[config.mk]
export PLATFORM = sky130hd
export DESIGN_NAME = cam_match_encoder
export DESIGN_NICKNAME = d
export VERILOG_FILES = /design/src/rtl/cam_match_encoder.sv
export SDC_FILE = /design/constraint.sdc
export NUM_CORES = 1
export LEC_CHECK = 0
export BUFFER_PORTS_ARGS = -buffer_cell sky130_fd_sc_hd__buf_2
export CORE_MARGIN = 1.5
export CORE_UTILIZATION = 43
export DETAILED_ROUTE_END_ITERATION = 6
export PLACE_DENSITY = 0.7
export SLEW_MARGIN = 20
export SYNTH_ARGS = -nofsm -noshare
export SYNTH_HDL_FRONTEND = slang
export SYNTH_SLANG_ARGS = --single-unit
export TNS_END_PERCENT = 20
[constraint.sdc]
create_clock -name clk_i -period 6.5 [get_ports clk_i]
set_input_delay 0.325 -clock clk_i [delete_from_list [all_inputs] [get_ports clk_i]]
set_output_delay 0.325 -clock clk_i [all_outputs]
set_load 0.02 [all_outputs]
[src/rtl/cam_match_encoder.sv]
// CAM match encoder: captures a match vector, reports matches lowest-first.
// Optional MATCH_COUNT_EN adds a registered pending-match count on count_o.
module cam_match_encoder #(
  parameter int ADDR_WIDTH = 5,
  parameter int DEPTH      = (1 << ADDR_WIDTH)
) (
  input  logic                  clk_i,
  input  logic                  reset_i,
  input  logic                  search_i,
  input  logic [DEPTH-1:0]      match_lines_i,
  input  logic                  next_i,
  output logic                  valid_o,
  output logic                  found_o,
  output logic [ADDR_WIDTH-1:0] address_o,
  output logic                  multi_o,
  output logic                  done_o
`ifdef MATCH_COUNT_EN
  ,
  output logic [ADDR_WIDTH:0]   count_o
`endif
);

  typedef enum logic {
    IDLE   = 1'b0,
    REPORT = 1'b1
  } state_e;

  state_e             state_q, state_d;
  logic [DEPTH-1:0]   pending_q, pending_d;
  logic               done_q, done_d;
  logic [DEPTH-1:0]   rest;
  logic               any_pend;
  logic               two_pend;
  logic [ADDR_WIDTH-1:0] enc;

  // Clearing the lowest set bit both advances and detects multi-hit.
  assign rest     = pending_q & (pending_q - DEPTH'(1));
  assign any_pend = |pending_q;
  assign two_pend = |rest;

  always_comb begin
    enc = '0;
    for (int i = DEPTH - 1; i >= 0; i--) begin
      if (pending_q[i]) enc = i[ADDR_WIDTH-1:0];
    end
  end

`ifdef MATCH_COUNT_EN
  logic [ADDR_WIDTH:0] count_q, count_d;

  function automatic logic [ADDR_WIDTH:0] popcnt(
    input logic [DEPTH-1:0] v
  );
    logic [ADDR_WIDTH:0] c;
    c = '0;
    for (int i = 0; i < DEPTH; i++) begin
      c = c + (ADDR_WIDTH+1)'(v[i]);
    end
    return c;
  endfunction
`endif

  always_comb begin
    state_d   = state_q;
    pending_d = pending_q;
    done_d    = 1'b0;
`ifdef MATCH_COUNT_EN
    count_d   = count_q;
`endif
    if (search_i) begin
      state_d   = REPORT;
      pending_d = match_lines_i;
`ifdef MATCH_COUNT_EN
      count_d   = popcnt(match_lines_i);
`endif
    end else begin
      unique case (state_q)
        IDLE: begin
          state_d = IDLE;
        end
        REPORT: begin
          if (!any_pend) begin
            state_d = IDLE;
            done_d  = 1'b1;
          end else if (next_i) begin
            pending_d = rest;
`ifdef MATCH_COUNT_EN
            count_d   = count_q - (ADDR_WIDTH+1)'(1);
`endif
            if (!two_pend) begin
              state_d = IDLE;
              done_d  = 1'b1;
            end
          end
        end
        default: state_d = IDLE;
      endcase
    end
  end

  always_ff @(posedge clk_i) begin
    if (reset_i) begin
      state_q   <= IDLE;
      pending_q <= '0;
      done_q    <= 1'b0;
`ifdef MATCH_COUNT_EN
      count_q   <= '0;
`endif
    end else begin
      state_q   <= state_d;
      pending_q <= pending_d;
      done_q    <= done_d;
`ifdef MATCH_COUNT_EN
      count_q   <= count_d;
`endif
    end
  end

  assign valid_o   = (state_q == REPORT);
  assign found_o   = valid_o & any_pend;
  assign address_o = enc;
  assign done_o    = done_q;

`ifdef MATCH_COUNT_EN
  assign multi_o = valid_o & (count_q >= (ADDR_WIDTH+1)'(2));
  assign count_o = valid_o ? count_q : '0;
`else
  assign multi_o = valid_o & two_pend;
`endif

endmodule

==> results.yml <==
synthesis:
  synth.top_cell.area_share_pct: 30.2
  yosysUniqueCellTypes: 47
  async_reset_ff_share_pct: 0
  post_synth.cell_area_avg_sq_um: 7.15
  synth_edf_count: 0
  ys.flop_type: "dfxtp_1"
  synthTopCellsByArea: "dfxtp_1 30%, nand2_1 8.3%, a21oi_1 8.2%, nor2_1 5.0%, nand3_1 4.0%"
  synth_cells: 315
  synth_commonest_cells: "50 x nand2_1, 37 x a21oi_1, 34 x dfxtp_1, 30 x nor2_1, 18 x nand3_1"
  synth_area_sq_mm: 0.00225
  seq_area_frac_synth_pct: 30.2
  yosys_warnings: 0
  synth_most_common_cell: "nand2_1"
  yosys.area.top_type: "dfxtp_1"
  ys_ff_latch: 34
  synthesis.nets: 351
layout:
  final_area_sq_mm: 0.00254
  multi_input_area_sq_mm: 0.00144
  final_nets: 382
  regArea_sq_um: 681
  fillers: 561
  diodes: 0
  drive_gt1_share_pct: 18.5
  area_delta_synth_final_pct: 13.1
  postLayoutCoreUtil_pct: 50.1
power:
  p_leak_nw: 0.950
  power_uw: 537
  p_per_area_mw_per_mm2: 211
  vdd_drop_max_mv: 0.0992
outcome:
  status: "finished clean"
worst_setup_path:
  critPathArrivalTime_ps: 2840
  critical_path.startpoint: "pending_q[17]$_SDFFE_PP0P_"
  required_ps: 6170
  critPathMaxFanout: 7
  start_kind: "flop"
  r2r_start: "pending_q[17]$_SDFFE_PP0P_"
  crit_type: "reg2out"
  crit_path_end_kind: "output port"
drt:
  routed-via-count: 2450
  wl_per_cell_um: 15.3
  drt_iter0_markers: 110
  drt_first_pass_iters: 4
  drc: 0
  drt-total-wl_um: 6360
  drtAntennaViolNets: 0
  via_per_inst: 5.89
sta:
  fmax_mhz: 316
  slew-limit-headroom_pct: 34.6
  min_period_over_period_pct: 48.6
  period_minus_slack_ps: 3160
  hold_viol: 0
  rsz0062_at_grt: "false"
  slew_viol_final: 0
  fin_worst_skew_ps: 5.75
  fin_ws_ps: 3340
  tightest_slew_ps: 973
  finalSetupTns_ps: 0
  final-setup-viol-count: 0
clock_network:
  cts.sinks: 34
  h-tree-depth: 2
  cts.clk_slew.worst_paths_ps: 60
  post_cts_hold_buffer_count: 0
  cts_tree: "built"
  postCtsSetupRepairBufs: 0
  insertion_delay_ps: 290
  cts_max_path_buffers: 2
  cts-root-buf: "clkbuf_8"
  numCtsBuffers: 5
  ctsResizeCount: 0
die:
  die_y_um: 75.4
  core_area_sq_mm: 0.00507
  start_util_pct: 44.4
  std_cell_rows: 26
  io_pins: 45
  dieArea_sq_mm: 0.00568
  die_x_um: 75.4
flow_run:
  drv_cap: 0
placement:
  pre_cts_slack_ps: 3660
  gp_congestion: 0.890
  placed_cell_area_sq_mm: 0.00247
  hpwl_um: 4570
  io_buffers: 44
global_route:
  grt_pass1_vias: 2147
  gr-total-overflow: 0
  grt_pass1_wl_um: 10100
  antenna_found_initial: 0
  grt_util_all_layers_pct: 23.9
  grt_max_degree: 35
worst_hold_path:
  hp-start: "match_lines_i[15]"
  hp-class: "in2reg"
-- through the flow --
stage,hold WS (ps),cells
floorplan,466,315
global placement,508,409
detailed placement,527,409
CTS,266,416
global route,273,416
finish,266,416
-- logic make-up (layout without fill, tap and decap cells) --
group           count (synthesis)  count (layout)  share of synthesized area [%]
flops                          34              34                           30.2
compound gates                106             106                           30.5
buf+inv                        30              61                           5.67
simple gates                  145             145                           33.6
-- per-layer routing --
layer / routed length [um] / share of wire (%) / global-route usage, %
met5: 0 / 0 / 0
met4: 68 / 1.1 / 8.93
met3: 335 / 5.3 / 4.89
met2: 2960 / 47 / 37.5
met1: 2990 / 47 / 32.3
-- power by group --
part	internal, mW	switching (mW)
registers	0.220	0.0242
clock network	0.0736	0.0721
logic	0.0578	0.0888
-- worst paths after layout --
kind,endpoint,slack [ps],depth (start not counted)
worst min register to register,pending_q[27]$_SDFFE_PP0P_,530,2
worst max-delay path,multi_o,3340,7
worst min-delay path,pending_q[15]$_SDFFE_PP0P_,270,3
worst max register to register,valid_o$_SDFF_PP0_,3730,7
-- flip-flops by register name, summed over array words and instances (netlist names) --
signal / cells
done_o: 1
valid_o: 1
pending_q: 32
-- layout make-up --
| type | instances | area share, % |
|---|---|---|
| Multi-Input combinational cell | 251 | 56.7 |
| Timing Repair Buffer | 44 | 8.65 |
| Clock buffer | 7 | 3.00 |
| Inverter | 10 | 1.47 |
| Sequential cell | 34 | 26.7 |
| Tap cell | 70 | 3.44 |
-- worst max-delay path, cell delays in order (launching register included) --
cell and delay, ps:
dfxtp_1 380, nor4_1 850, nand2_1 250, o21ai_0 240, nand4_1 120, nor4_1 370, a31oi_1 160, buf_2 180
-- placed cells by master (no fill, tap or decap), types with 3 or more instances in the layout --
master,instances
nor4_4,4
o311ai_0,5
o22ai_1,8
a211oi_1,3
and2_1,3
nand4_1,7
o31ai_1,3
nand2_1,50
dfxtp_1,34
o21ai_0,17
nor3_1,8
buf_2,44
o211ai_1,5
inv_1,9
or2_2,5
nand3_1,18
o21bai_1,3
nor2_1,30
a21oi_1,37
nor4_1,8
a31oi_1,7
or3_1,5
clkbuf_8,5
Note: power is estimated with default switching activity, not from simulation.
